### src/rtl/rv_ctrl_pkg.sv
// Shared encodings for the multicycle RISC-V control unit: state codes,
// opcodes, datapath mux selects and the Moore control word.
package rv_ctrl_pkg;

  localparam logic [3:0] S_RST      = 4'd0;
  localparam logic [3:0] S_FETCH    = 4'd1;
  localparam logic [3:0] S_DECODE   = 4'd2;
  localparam logic [3:0] S_MEMADR   = 4'd3;
  localparam logic [3:0] S_MEMREAD  = 4'd4;
  localparam logic [3:0] S_MEMWB    = 4'd5;
  localparam logic [3:0] S_MEMWRITE = 4'd6;
  localparam logic [3:0] S_EXECR    = 4'd7;
  localparam logic [3:0] S_EXECI    = 4'd8;
  localparam logic [3:0] S_ALUWB    = 4'd9;
  localparam logic [3:0] S_BEQ      = 4'd10;
  localparam logic [3:0] S_JAL      = 4'd11;
  localparam logic [3:0] S_ILLEGAL  = 4'd12;

  localparam logic [6:0] OP_LOAD   = 7'h03;
  localparam logic [6:0] OP_STORE  = 7'h23;
  localparam logic [6:0] OP_RTYPE  = 7'h33;
  localparam logic [6:0] OP_ITYPE  = 7'h13;
  localparam logic [6:0] OP_BRANCH = 7'h63;
  localparam logic [6:0] OP_JAL    = 7'h6F;

  localparam logic [1:0] SRCA_PC    = 2'b00;
  localparam logic [1:0] SRCA_OLDPC = 2'b01;
  localparam logic [1:0] SRCA_RS1   = 2'b10;

  localparam logic [1:0] SRCB_RS2  = 2'b00;
  localparam logic [1:0] SRCB_IMM  = 2'b01;
  localparam logic [1:0] SRCB_FOUR = 2'b10;

  localparam logic [1:0] ALU_ADD   = 2'b00;
  localparam logic [1:0] ALU_SUB   = 2'b01;
  localparam logic [1:0] ALU_FUNCT = 2'b10;

  localparam logic [1:0] RES_ALUOUT = 2'b00;
  localparam logic [1:0] RES_MDR    = 2'b01;
  localparam logic [1:0] RES_ALU    = 2'b10;

  localparam logic [1:0] IMM_I = 2'b00;
  localparam logic [1:0] IMM_S = 2'b01;
  localparam logic [1:0] IMM_B = 2'b10;
  localparam logic [1:0] IMM_J = 2'b11;

  typedef struct packed {
    logic       mem_read;
    logic       mem_write;
    logic       adr_src;
    logic       ir_write;
    logic       pc_update;
    logic       branch;
    logic       reg_write;
    logic [1:0] alu_src_a;
    logic [1:0] alu_src_b;
    logic [1:0] alu_op;
    logic [1:0] result_src;
  } ctrl_t;

  // Final step of every instruction: leaving it retires the instruction.
  function automatic logic retires(input logic [3:0] s);
    return (s == S_MEMWB) || (s == S_MEMWRITE) || (s == S_ALUWB) || (s == S_BEQ);
  endfunction

endpackage

### src/rtl/imm_src_dec.sv
// Opcode to immediate-format select for the immediate extender.
module imm_src_dec
  import rv_ctrl_pkg::*;
(
  input  logic [6:0] opcode,
  output logic [1:0] imm_src
);

  always_comb begin
    imm_src = IMM_I;
    case (opcode)
      OP_STORE:  imm_src = IMM_S;
      OP_BRANCH: imm_src = IMM_B;
      OP_JAL:    imm_src = IMM_J;
      default:   imm_src = IMM_I;
    endcase
  end

endmodule

### src/rtl/mc_control_fsm.sv
// Multicycle control FSM: sequences fetch/decode/execute/memory/writeback,
// counts retired instructions and traps on an illegal opcode.
module mc_control_fsm
  import rv_ctrl_pkg::*;
#(
  parameter int CNT_W = 32
)
(
  input  logic             clk,
  input  logic             reset,
  input  logic [6:0]       opcode,
  input  logic             zero,
  output logic             memRead,
  output logic             memWrite,
  output logic             adrSrc,
  output logic             irWrite,
  output logic             pcWrite,
  output logic             regWrite,
  output logic [1:0]       aluSrcA,
  output logic [1:0]       aluSrcB,
  output logic [1:0]       aluOp,
  output logic [1:0]       resultSrc,
  output logic [1:0]       immSrc,
  output logic             trap,
  output logic [CNT_W-1:0] retired,
  output logic [3:0]       state
);

  logic [3:0]       state_q, state_d;
  logic [CNT_W-1:0] retired_q, retired_d;
  logic             trap_q, trap_d;
  ctrl_t            ctrl;

  always_comb begin
    state_d = state_q;
    case (state_q)
      S_RST:      state_d = S_FETCH;
      S_FETCH:    state_d = S_DECODE;
      S_DECODE: begin
        case (opcode)
          OP_LOAD, OP_STORE: state_d = S_MEMADR;
          OP_RTYPE:          state_d = S_EXECR;
          OP_ITYPE:          state_d = S_EXECI;
          OP_BRANCH:         state_d = S_BEQ;
          OP_JAL:            state_d = S_JAL;
          default:           state_d = S_ILLEGAL;
        endcase
      end
      S_MEMADR:   state_d = (opcode == OP_LOAD) ? S_MEMREAD : S_MEMWRITE;
      S_MEMREAD:  state_d = S_MEMWB;
      S_MEMWB, S_MEMWRITE, S_ALUWB, S_BEQ: state_d = S_FETCH;
      S_EXECR, S_EXECI, S_JAL: state_d = S_ALUWB;
      S_ILLEGAL:  state_d = S_ILLEGAL;
      default:    state_d = S_RST;
    endcase
  end

  // JAL also leaves through ALUWB, so it is counted exactly once there.
  always_comb begin
    retired_d = retired_q;
    if (retires(state_q)) retired_d = retired_q + CNT_W'(1);
    trap_d = trap_q | (state_d == S_ILLEGAL);
  end

  always_ff @(posedge clk or negedge reset) begin
    if (!reset) begin
      state_q   <= S_RST;
      retired_q <= '0;
      trap_q    <= 1'b0;
    end else begin
      state_q   <= state_d;
      retired_q <= retired_d;
      trap_q    <= trap_d;
    end
  end

  always_comb begin
    ctrl = '0;
    case (state_q)
      S_FETCH: begin
        ctrl.mem_read   = 1'b1;
        ctrl.ir_write   = 1'b1;
        ctrl.alu_src_a  = SRCA_PC;
        ctrl.alu_src_b  = SRCB_FOUR;
        ctrl.alu_op     = ALU_ADD;
        ctrl.result_src = RES_ALU;
        ctrl.pc_update  = 1'b1;
      end
      S_DECODE: begin
        ctrl.alu_src_a = SRCA_OLDPC;
        ctrl.alu_src_b = SRCB_IMM;
        ctrl.alu_op    = ALU_ADD;
      end
      S_MEMADR: begin
        ctrl.alu_src_a = SRCA_RS1;
        ctrl.alu_src_b = SRCB_IMM;
        ctrl.alu_op    = ALU_ADD;
      end
      S_MEMREAD: begin
        ctrl.mem_read   = 1'b1;
        ctrl.adr_src    = 1'b1;
        ctrl.result_src = RES_ALUOUT;
      end
      S_MEMWB: begin
        ctrl.result_src = RES_MDR;
        ctrl.reg_write  = 1'b1;
      end
      S_MEMWRITE: begin
        ctrl.mem_write  = 1'b1;
        ctrl.adr_src    = 1'b1;
        ctrl.result_src = RES_ALUOUT;
      end
      S_EXECR: begin
        ctrl.alu_src_a = SRCA_RS1;
        ctrl.alu_src_b = SRCB_RS2;
        ctrl.alu_op    = ALU_FUNCT;
      end
      S_EXECI: begin
        ctrl.alu_src_a = SRCA_RS1;
        ctrl.alu_src_b = SRCB_IMM;
        ctrl.alu_op    = ALU_FUNCT;
      end
      S_ALUWB: begin
        ctrl.result_src = RES_ALUOUT;
        ctrl.reg_write  = 1'b1;
      end
      S_BEQ: begin
        ctrl.alu_src_a  = SRCA_RS1;
        ctrl.alu_src_b  = SRCB_RS2;
        ctrl.alu_op     = ALU_SUB;
        ctrl.result_src = RES_ALUOUT;
        ctrl.branch     = 1'b1;
      end
      S_JAL: begin
        ctrl.alu_src_a  = SRCA_OLDPC;
        ctrl.alu_src_b  = SRCB_FOUR;
        ctrl.alu_op     = ALU_ADD;
        ctrl.result_src = RES_ALUOUT;
        ctrl.pc_update  = 1'b1;
      end
      default: ctrl = '0;
    endcase
  end

  imm_src_dec u_imm_src_dec (
    .opcode  (opcode),
    .imm_src (immSrc)
  );

  assign memRead   = ctrl.mem_read;
  assign memWrite  = ctrl.mem_write;
  assign adrSrc    = ctrl.adr_src;
  assign irWrite   = ctrl.ir_write;
  assign pcWrite   = ctrl.pc_update | (ctrl.branch & zero);
  assign regWrite  = ctrl.reg_write;
  assign aluSrcA   = ctrl.alu_src_a;
  assign aluSrcB   = ctrl.alu_src_b;
  assign aluOp     = ctrl.alu_op;
  assign resultSrc = ctrl.result_src;
  assign trap      = trap_q;
  assign retired   = retired_q;
  assign state     = state_q;

endmodule
### config.mk
export PLATFORM = sky130hd
export DESIGN_NAME = mc_control_fsm
export DESIGN_NICKNAME = d
export VERILOG_FILES = /design/src/rtl/rv_ctrl_pkg.sv /design/src/rtl/imm_src_dec.sv /design/src/rtl/mc_control_fsm.sv
export SDC_FILE = /design/constraint.sdc
export NUM_CORES = 1
export LEC_CHECK = 0
export CAP_MARGIN = 20
export CORE_MARGIN = 4
export CORE_UTILIZATION = 30
export DETAILED_ROUTE_END_ITERATION = 10
export PLACE_DENSITY = 0.62
export SKIP_LAST_GASP = 1
export SYNTH_ARGS = -nofsm -noshare
export SYNTH_HDL_FRONTEND = slang
export SYNTH_SLANG_ARGS = --single-unit
### constraint.sdc
create_clock -name clk -period 1.9 [get_ports clk]
set_clock_uncertainty 0.15 [all_clocks]
set_input_delay 0.285 -clock clk [delete_from_list [all_inputs] [get_ports clk]]
set_output_delay 0.285 -clock clk [all_outputs]
set_load 0.01 [all_outputs]
== Word-level counts from Yosys, hierarchy flattened ==
Index checks and enable logic that the tools add are counted.
Storage, ports and cells
  flip-flop bits (word level): 37
  input port bits: 10
  output and inout bits: 53
  logic and storage cells: 50
Cells by class
  $add $sub $neg: 1
  equal/unequal tests: 19
  muxes and demuxes: 13
  bitwise logic cells: 3
  reduce and logical (&&, ||, !) cells: 11
Operators by type and width (number)
  $pmux W6 S7: 1
  $add A32 B1 Y32 const B: 1
  $pmux W4 S7: 1
  $eq A4 B4 Y1 const B: 6
  $pmux W4 S5: 1
  $eq A4 B3 Y1 const B: 4
  $eq A7 B6 Y1 const B: 2
  $eq A7 B7 Y1 const B: 2
  $reduce_or A2 Y1: 5
  $eq A4 B2 Y1 const B: 2
  $eq A7 B2 Y1 const B: 1
  $eq A7 B5 Y1 const B: 1
  $mux W1: 7
  $pmux W2 S3: 1
  $reduce_or A5 Y1: 1
  $eq A4 B1 Y1 const B: 1
  $logic_not A4 Y1: 1
  $pmux W2 S2: 1
  $logic_or A1 B1 Y1: 3
  $reduce_or A3 Y1: 1
  $mux W2: 1
  $or A1 B1 Y1: 2
  $and A1 B1 Y1: 1

== Depth between registers and ports, before layout ==
Gate-level depths: netlist of the first run.
  depth after elaboration: 6
  depth in mapped cells: 6
  gate-level depth less buffers: 6

== By module ==
A second synthesis of the first run with hierarchy kept.
Second synthesis, totals
  cell total of the unflattened synthesis: 198
  area, all modules: 2048.2 um^2
Modules (own cells, without submodules)
  mc_control_fsm: instances 1, cells each 192, area each 2004.4 um^2, seq. area each 925.9 um^2
  imm_src_dec: instances 1, cells each 6, area each 43.8 um^2, seq. area each 0.0 um^2

== Least setup slack after synthesis of the first run ==
No wires, ideal clock.
  path type: register to register
  start: reg state_q[1], in the netlist state[1]
  end: reg retired_q[22], in the netlist retired[22]
  library setup time: 126 ps
  data arrival time: 1647 ps
  data required time: 1624 ps
  setup slack: -24 ps
  stages on the path, launching flop included: 7
  path buffers: 1
  clock period less this slack: 1924 ps
  cells stage by stage: dfrtp_1 -> buf_4 -> xor2_1 -> nand4_1 -> nor4_2 -> nand3_1 -> xnor2_1
On the way
  longest elaborated chain between the ends: 4
  elaborated cells between the ends (all ways): 7
  those cells by class: eq/ne: 4; reduce/logical: 3
Ends and longest elaborated chain
  start, declared: line mc_control_fsm.sv:29  | logic [3:0] state_q, state_d;
  start signal, assigned: line mc_control_fsm.sv:71  | state_q <= state_d;
  $eq A4 B3 Y1: line rv_ctrl_pkg.sv:63  | return (s == S_MEMWB) || (s == S_MEMWRITE) || (s == S_ALUWB) || (s == S_BEQ);
  $logic_or A1 B1 Y1 (2 in series): line rv_ctrl_pkg.sv:63
  $logic_or A1 B1 Y1 *: line rv_ctrl_pkg.sv:63
  end signal, assigned: line mc_control_fsm.sv:72  | retired_q <= retired_d;
  end, declared: line mc_control_fsm.sv:30  | logic [CNT_W-1:0] retired_q, retired_d;
Every way passes the cells marked *; elsewhere a longest branch is shown, timed or not.
A chain may end at the register's enable or synchronous reset.

== Final worst setup path of the first run ==
  start: reg state_q[3], in the netlist state[3]
  end: out state[3]
RTL lines
  end, declared: line mc_control_fsm.sv:26  | output logic [3:0] state
No word-level cell between the ends.

==> flow_summary.yaml, run 1 <==
synthesis:
  yosysUniqueCellTypes: 39
  yosysWarningCount: 0
  synthFlopType: "dfrtp_1"
  synth_area_mm2: 0.00197
  synth-seq-cells: 37
  synth_seq_area_share: 0.471
  netlist_instances: 194
  synth_edf_count: 0
  synth.avg_cell_area_um2: 10.1
  async_reset_ff_frac: 1.00
  synth_fp_nets: 205
die:
  num_rows: 29
  coreArea_mm2: 0.00635
  die_h_um: 88.9
  ioPinCount: 63
  start_util: 0.310
  fp.dieW_um: 88.9
  fp.dieArea_mm2: 0.00791
place:
  placed_area_mm2: 0.00302
  port_buffers: 62
  gp_congestion: 0.793
  dp_slack_ns: -0.414
  dpl.hpwl_um: 3880
sta:
  slew_violations: 0
  max_freq_ghz: 0.522
  worst_slack_ns: -0.0159
  finalSetupViolCount: 1
  holdWs_ns: 0.319
  fin_crit_sh: 1.01
  slew_headroom: 0.701
  hold_viol_final: 0
  rsz0062_at_grt: "yes"
  min_period_ns: 1.92
  worst_pin_slew_ns: 0.448
power_and_ir_drop:
  p_switching_w: 0.00133
  seq_power_share: 0.258
  p_int_w: 0.00245
  power_density_mw_per_mm2: 1130
  switching_share: 0.353
  leakage_nw: 1.58
  pwr-share-clk: 0.216
  combPwrFrac: 0.526
  power_w: 0.00378
  ir_drop_uv: 683
detailed_routing:
  drc: 0
  vias: 1874
  viasPerCell: 4.73
  drt_first_pass_iters: 4
  ant_nets: 0
  wl_per_cell_um: 13.0
  routed_wl_um: 5140
  initialDrtViolationCount: 49
cts:
  clk_path_buf_depth: 2
  cts-root-buf: "clkbuf_8"
  htree_levels: 2
  cts_tree: "yes"
  path_clk_slew_ns: 0.08
  numCtsBuffers: 5
  cts.sinks: 37
  insertion_delay_ns: 0.29
grt:
  antenna_found_initial: 0
  grt_pass1_vias: 1917
  grt.busiest_layer: "met2"
  grt_use_met2: 0.238
  globalRouteMet1Util: 0.165
  grt.total_usage: 0.137
  gr-total-overflow: 0
  grt_pass1_wl_um: 8540
  met3_usage: 0.0387
  grt_max_degree: 20
status:
  status: "complete, but fails checks"
  violations: "negative setup slack"
critical_path:
  rrSetupSlack_ns: 0.03
  ff2ff_path_depth: 9
  path_max_fanout: 5
  critPathRequiredTime_ns: 1.46
  end_kind: "output pin"
  startpoint_type: "register"
  critPathKind: "register to output pin"
  r2r-end: "retired[22]"
  r2r-start: "state[3]"
  crit_arrival_ns: 1.48
cells_and_area:
  nets: 329
  n_fill_cell: 566
  area_growth_pct: 70.7
  design_area_mm2: 0.00335
  layout_common_cells: "52 x buf_4, 40 x clkdlybuf4s50_1, 34 x dfrtp_1"
  drive_gt1_frac: 0.351
  layout_commonest_cell: "buf_4"
  diodes: 0
flow_run:
  cap_violations: 0
min_path:
  min_path_type: "input port to asynchronous set/reset pin"
layout make-up:
type | instances | area, um2 | area share
clock inverters | 3 | 68.8 | 0.0205
well taps | 77 | 96.3 | 0.0287
multi-input cells | 148 | 1130 | 0.337
flip-flops and latches | 37 | 930 | 0.277
clock buffers | 5 | 68.8 | 0.0205
inverters | 4 | 15.0 | 0.00448
repair buffers | 122 | 1040 | 0.311
critical path, cell delays in order (launching register included):
cell and delay [ns]:
dfrtp_2 0.38, buf_6 0.12, buf_4 0.14, clkdlybuf4s50_1 0.55
worst max path at each step:
stage | startpoint | to | slack, ns | cells past startpoint
floorplan | retired[5] | retired[28] | 0.01 | 5
global placement | opcode[3] | immSrc[0] | -0.39 | 4
detailed placement | opcode[3] | immSrc[0] | -0.41 | 4
CTS | state[2] | aluOp[0] | -0.19 | 3
global route | state[1] | retired[23] | -0.14 | 7
finish | state[3] | state[3] | -0.02 | 3
registers in the layout, summed over array words and instances, names as in the netlist:
register,count
trap,1
state,4
retired,32
cell usage after synthesis (4+ instances only):
| cell type | count | area share |
|---|---|---|
| dfrtp_1 | 37 | 0.47 |
| xnor2_1 | 26 | 0.12 |
| nand2_1 | 22 | 0.042 |
| nand3_1 | 11 | 0.028 |
| nor2_1 | 11 | 0.021 |
| xor2_1 | 11 | 0.049 |
| nand4_1 | 9 | 0.029 |
| nor3_1 | 8 | 0.020 |
| nand2b_1 | 5 | 0.016 |
| nor4_2 | 5 | 0.032 |
| a21oi_1 | 4 | 0.010 |
| and3_1 | 4 | 0.013 |
| inv_1 | 4 | 0.0076 |
timing repair:
item                                    in CTS  in global routing
hold buffers                                 1                  0
setup buffers                                7                  6
endpoints found under the hold margin       18                  0
endpoints found under the setup margin      29                 42
gates cloned                                 0                  0
gates resized for setup                     55                 38
pin swaps                                    5                 10
cell families (layout without fill, tap and decap cells):
kind of cell / Yosys count / after routing / share of synthesized area
AO/OA/AOI/OAI: 20 / 20 / 0.0681
XOR/XNOR: 37 / 37 / 0.165
adder cells (fa/ha/maj): 1 / 1 / 0.00636
buffers and inverters: 9 / 134 / 0.0210
flip-flops: 37 / 37 / 0.471
multiplexers: 2 / 2 / 0.0115
AND/OR/NAND/NOR: 88 / 88 / 0.257
through the flow:
step	instances	TNS [ns]	utilization
5_1_grt	396	-1.03	0.528
3_5_place_dp	374	-2.58	0.475
6_report	396	-0.0159	0.528
2_1_floorplan	194	0	-
3_3_place_gp	374	-2.26	0.475
4_1_cts	390	-0.525	0.512
layer usage:
| metal | vias to the layer above | routed length, um | part of all wire |
|---|---|---|---|
| li1 | 931 | - | - |
| met1 | 884 | 2190 | 0.43 |
| met2 | 54 | 2490 | 0.48 |
| met3 | 5 | 397 | 0.077 |
| met4 | 0 | 66 | 0.013 |
| met5 | - | 0 | 0 |
power by group through the flow:
stage	registers, W	logic, W	clock network, W
2_1_floorplan	0.00104	0.000715	0
3_3_place_gp	0.00100	0.00171	0
3_5_place_dp	0.00101	0.00172	0
4_1_cts	0.000974	0.00184	0.000843
5_1_grt	0.000987	0.00216	0.000877
6_report	0.000975	0.00199	0.000818
(Power assumes the default switching activity.)
==> inputs of run 2 (changes only) <==
--- a/config.mk
+++ b/config.mk
@@ -6,10 +6,13 @@
 export NUM_CORES = 1
 export LEC_CHECK = 0
 export CAP_MARGIN = 20
+export CELL_PAD_IN_SITES_DETAIL_PLACEMENT = 0
+export CELL_PAD_IN_SITES_GLOBAL_PLACEMENT = 1
 export CORE_MARGIN = 4
 export CORE_UTILIZATION = 30
 export DETAILED_ROUTE_END_ITERATION = 10
-export PLACE_DENSITY = 0.62
+export GPL_ROUTABILITY_DRIVEN = 0
+export PLACE_DENSITY = 0.77
 export SKIP_LAST_GASP = 1
 export SYNTH_ARGS = -nofsm -noshare
 export SYNTH_HDL_FRONTEND = slang
==> run 2 against run 1 <==
Net effect:
- the run still ends with negative setup slack left
- sequential power is 1% higher
- sequential cell count is the same
- non-clock buffer count rose by 7
- die area stayed put
- count of clock-buffer cells in the layout increased by 2
- routed wire length rose by 2.6%
- first-iteration DRC count fell by 20%
- sequential share of layout area is 0.64 points lower
- core utilization rose by 1.2 points
- highest routed layer is now met3
==> flow_summary.yaml, run 2 (same netlist as run 1, synthesis figures left out) <==
power_and_ir_drop:
  power_density_mw_per_mm2: 1080
  ir_drop_uv: 647
  leakage_nw: 1.59
cts:
  numCtsBuffers: 5
  cts-root-buf: "clkbuf_8"
  insertion_delay_ns: 0.28
  path_clk_slew_ns: 0.07
  clk_path_buf_depth: 2
  cts_tree: "yes"
  htree_levels: 2
  cts.sinks: 37
grt:
  grt.total_usage: 0.135
  grt_max_degree: 22
  gr-total-overflow: 0
  antenna_found_initial: 0
  grt_pass1_vias: 1868
  grt_pass1_wl_um: 8480
flow_run:
  cap_violations: 0
detailed_routing:
  ant_nets: 0
  routed_wl_um: 5270
  wl_per_cell_um: 13.1
  viasPerCell: 4.68
  drc: 0
  vias: 1880
  drt_first_pass_iters: 4
  initialDrtViolationCount: 39
critical_path:
  critPathKind: "register to register"
  critPathLaunch: "state[1]"
  critPathRequiredTime_ns: 1.96
  crit_path_max_incr_delay_ns: 0.44
  startpoint_type: "register"
  end_kind: "register"
  crit_arrival_ns: 1.98
  critical_path.cell_chain: "buf_6 > xor2_4 > buf_6 > nand4b_1 > nor4_2 > buf_4 > buf_4 > xor2_1"
  path_max_fanout: 4
  cp_slowest_cell: "dfrtp_2"
  r2r-start: "state[1]"
sta:
  fin_crit_sh: 1.01
  finalSetupViolCount: 5
  max_freq_ghz: 0.521
  slew_violations: 0
  hold_viol_final: 0
  slew_headroom: 0.717
  worst_slack_ns: -0.0195
  finalSetupTns_ns: -0.0548
  worst_pin_slew_ns: 0.425
  rsz0062_at_grt: "yes"
  min_period_ns: 1.92
cells_and_area:
  n_fill_cell: 555
  layout_commonest_cell: "buf_4"
  drive_gt1_frac: 0.397
  largest_register_ffs: 32
  fin_cells: 402
  nets: 336
  ff_latch_area_um2: 930
  diodes: 0
  area_growth_pct: 74.7
  fin_util: 0.541
  layout_common_cells: "58 x buf_4, 40 x clkdlybuf4s50_1, 34 x dfrtp_1"
  multi_input_area_mm2: 0.00120
die:
  start_util: 0.310
  ioPinCount: 63
  die_h_um: 88.9
  coreArea_mm2: 0.00635
  fp.dieW_um: 88.9
  fp.dieArea_mm2: 0.00791
  num_rows: 29
status:
  status: "complete, but fails checks"
  violations: "negative setup slack"
place:
  dp.cells: 377
  port_buffers: 62
  dpl.hpwl_um: 3850
min_path:
  min_path_type: "input port to asynchronous set/reset pin"
==> run 2: cell count changes in the layout (fill, tap and decap cells not counted), moves of 2 or more <==
cell / delta
nand3_2: +4
dlygate4sd2_1: +2
nand2_1: -2
clkdlybuf4s15_2: +2
inv_2: +2
dlymetal6s2s_1: -2
buf_4: +6
clkbuf_2: +2
inv_1: -2
buf_2: -4
bufinv_16: -2
nand3_1: -4
==> run 2: path summary, 6_finish.rpt <==
check,end,slack [ns],depth (start not counted)
min in group clk,retired[31],0.32,1
worst max register to register,retired[24],-0.02,8
max in group asynchronous,state[0],0.82,3
worst min-delay path,retired[19],0.32,2
worst max-delay path,retired[24],-0.02,8
worst min register to register,retired[31],0.32,1
==> run 2: what timing repair did <==
item / 4_1_cts / 5_1_grt
resized for setup: 47 / 58
setup buffers: 8 / 9
setup endpoints to repair: 34 / 41
pin swaps: 5 / 16
hold buffers: 1 / 0
hold endpoints to repair: 16 / 0
==> run 2: layer usage <==
layer  GRT usage  wire length (um)  part of all wire
met2       0.226              2600              0.49
met5           0                 0                 0
met1       0.175              2380              0.45
met4      0.0203                 0                 0
met3      0.0452               292             0.055
==> run 2: per-stage QoR <==
step / hold WS, ns / instance area [um2] / total power [W] / setup WS (ns)
detailed placement: 0.100 / 3040 / 0.00272 / -0.438
global route: 0.355 / 3430 / 0.00395 / -0.130
CTS: 0.333 / 3220 / 0.00336 / -0.0620
finish: 0.318 / 3430 / 0.00372 / -0.0195
global placement: 0.0931 / 3040 / 0.00272 / -0.381
floorplan: -0.161 / 1970 / 0.00175 / 0.0110
==> run 2: critical path: cells and delay by family (launching register included) <==
family                 cells  cell delay, ns
AND/OR/NAND/NOR            2            0.35
flip-flops                 1            0.44
buffers and inverters      4            0.56
XOR/XNOR                   2            0.34
==> run 2: power by group <==
| part | switching, W | internal [W] |
|---|---|---|
| clock | 0.000261 | 0.000288 |
| sequential | 0.000105 | 0.000884 |
| combinational | 0.00100 | 0.00118 |
==> run 2: cell type report <==
class,instances,share of cell area
Timing Repair Buffer,129,0.322
Tap cell,77,0.0281
Inverter,4,0.00437
Multi-Input combinational cell,148,0.349
Sequential cell,37,0.271
Clock buffer,7,0.0251
==> RTL change: new RTL, config.mk and constraints of run 1 <==
Add an input register stage for `opcode` and `zero`, without a reset; this delays them by one clock.
--- a/src/rtl/mc_control_fsm.sv
+++ b/src/rtl/mc_control_fsm.sv
@@ -26,6 +26,14 @@
   output logic [3:0]       state
 );
 
+  logic [6:0] opcode_q;
+  logic zero_q;
+
+  always_ff @(posedge clk) begin
+    opcode_q <= opcode;
+    zero_q   <= zero;
+  end
+
   logic [3:0]       state_q, state_d;
   logic [CNT_W-1:0] retired_q, retired_d;
   logic             trap_q, trap_d;
@@ -37,7 +45,7 @@
       S_RST:      state_d = S_FETCH;
       S_FETCH:    state_d = S_DECODE;
       S_DECODE: begin
-        case (opcode)
+        case (opcode_q)
           OP_LOAD, OP_STORE: state_d = S_MEMADR;
           OP_RTYPE:          state_d = S_EXECR;
           OP_ITYPE:          state_d = S_EXECI;
@@ -46,7 +54,7 @@
           default:           state_d = S_ILLEGAL;
         endcase
       end
-      S_MEMADR:   state_d = (opcode == OP_LOAD) ? S_MEMREAD : S_MEMWRITE;
+      S_MEMADR:   state_d = (opcode_q == OP_LOAD) ? S_MEMREAD : S_MEMWRITE;
       S_MEMREAD:  state_d = S_MEMWB;
       S_MEMWB, S_MEMWRITE, S_ALUWB, S_BEQ: state_d = S_FETCH;
       S_EXECR, S_EXECI, S_JAL: state_d = S_ALUWB;
@@ -143,7 +151,7 @@
   end
 
   imm_src_dec u_imm_src_dec (
-    .opcode  (opcode),
+    .opcode  (opcode_q),
     .imm_src (immSrc)
   );
 
@@ -151,7 +159,7 @@
   assign memWrite  = ctrl.mem_write;
   assign adrSrc    = ctrl.adr_src;
   assign irWrite   = ctrl.ir_write;
-  assign pcWrite   = ctrl.pc_update | (ctrl.branch & zero);
+  assign pcWrite   = ctrl.pc_update | (ctrl.branch & zero_q);
   assign regWrite  = ctrl.reg_write;
   assign aluSrcA   = ctrl.alu_src_a;
   assign aluSrcB   = ctrl.alu_src_b;
Check against the original RTL: not equivalent (Yosys sat finds a counterexample within 4 cycles, from zero or initial values and one cycle with reset low).
==> RTL change against run 1 <==
  * The flow still finishes with violations (setup timing)
  * Clock power is 25% lower
  * Synthesized cell count is 9.3% higher
  * Setup slack worse by 2.3 ps
  * Synthesized area is 15% higher
  * Count of clock-buffer cells in the layout stayed put
  * Critical path depth is 5 higher
  * Total power is 3.9% lower
  * Sequential cell count is 8 higher
  * Wire length is 10% higher
  * Design area is 4.9% higher
  * Largest cell class unchanged
==> RTL change: results (changes against run 1) <==
----------------------------------------------------
[STA]
  Least setup slack across all paths after layout ... -18.2 ps (-2.29 ps)
  Setup violators final ... 4 (+3)
  Measured slew at the worst slew-check pin ... 465 ps (+17.5 ps)

[CTS]
  Clk slew on worst S/H paths ... 100 ps (+20 ps)
  Latest clock arrival within the worst-skew pair ... 310 ps (+20 ps)

[Yosys]
  Synthesized netlist net count ... 223 (+8.8%)
  Xor and xnor area share after synthesis ... 0.155 (-0.0100)
  Sequential-to-total area share from yosys stat ... 0.482 (+0.0106)
  Post-synthesis async set-or-reset flop share ... 0.822 (-0.178)
  Adder-cell share of the synthesized area ... 0.00555 (-0.000816)
  Complex-gate fraction of the synthesized area ... 0.0560 (-0.0121)
  Post-synth top cells ... 37 x dfrtp_1, 19 x xnor2_1, 19 x xor2_1

[Drt]
  DRT iter0 DRCs ... 57 (+16%)
  Detail Route met2 WL ... 2750 um (+11%)
  Metal-1 WL ... 2560 um (+17%)
  Met3 wire length ... 327 um (-18%)
  Routed via count divided by cell count ... 4.68 (-1.1%)

[Setup path]
  Logic depth of the worst register-to-register path ... 8 (-1)
  Largest driver fanout on the critical path ... 6 (+1)
  Standard cell with the maximum stage delay on the critical path ... dfrtp_1
  Biggest cell delay along the critical path ... 410 ps (-140 ps)

[Hold path]
  Class of the tightest hold or removal check ... input pin to register

[Pwr]
  Standby leakage power ... 0.00162 uW (+2.3%)
  Switching portion of total power ... 0.367 (+0.0142)
  Maximum VDD drop ... 0.764 mV (+12%)
  Sequential share of power ... 0.315 (+0.057)
  Design internal power ... 2300 uW (-6.0%)

[Global route]
  Via count of the first global-routing pass ... 1,982 (+3.4%)
  Met2 usage in global routing ... 0.216 (-0.0227)

[Finish]
  Layout cells sized above 1 ... 0.329 (-0.0220)
  Number of filler cells placed in the layout ... 707 (+25%)

[Placed design]
  Weighted congestion at the end of routability-driven global placement ... 0.763 (-3.8%)

[Outcome]
  Failing checks ... setup timing
  Status ... complete, but fails checks

----------------------------------------------------
[RTL change: cell types whose count changed in the layout (fill, tap and decap cells not counted), sizes merged, moves of 3 or more]
cell	before	now
buf	68	54
nand2	22	11
dfxtp	0	8
xor2	11	19
xnor2	26	20
a31o	0	3
and2	2	5
and4	2	5
and4bb	0	3
clkdlybuf4s50	40	43
nand3	11	14
[RTL change: cell type report]
class                   instances  area (sq um)  share of cell area
repair buffers                108           966               0.274
clock buffers                   5          68.8              0.0196
clock inverters                 3          25.0             0.00711
flip-flops and latches         45          1090               0.309
inverters                       5          18.8             0.00533
multi-input cells             150          1230               0.349
well taps                      99           124              0.0352
[RTL change: cell families (layout without fill, tap and decap cells)]
logic type,count (synthesis),count (layout)
AND/OR/NAND/NOR,91,91
flip-flops,45,45
XOR/XNOR,39,39
AO/OA/AOI/OAI,17,17
buffers and inverters,17,121
multiplexers,2,2
adder cells (fa/ha/maj),1,1
[RTL change: stage by stage]
stage | setup TNS [ps] | cells | instance area, sq um | util | hold WS [ps]
floorplan | 0 | 212 | 2250 | - | -161
global placement | -514 | 394 | 3200 | 0.439 | 116
detailed placement | -543 | 394 | 3200 | 0.439 | 112
CTS | -1220 | 410 | 3410 | 0.468 | 264
global route | -811 | 415 | 3520 | 0.483 | 264
finish | -51.9 | 415 | 3520 | 0.483 | 275
[RTL change: repair_timing]
| item | CTS | global route |
|---|---|---|
| endpoints found under the hold margin | 16 | 0 |
| cloned | 1 | 0 |
| setup endpoints to repair | 18 | 37 |
| pin swaps | 4 | 13 |
| gates resized for setup | 58 | 39 |
| buffers inserted | 6 | 5 |
| hold buffers | 1 | 0 |
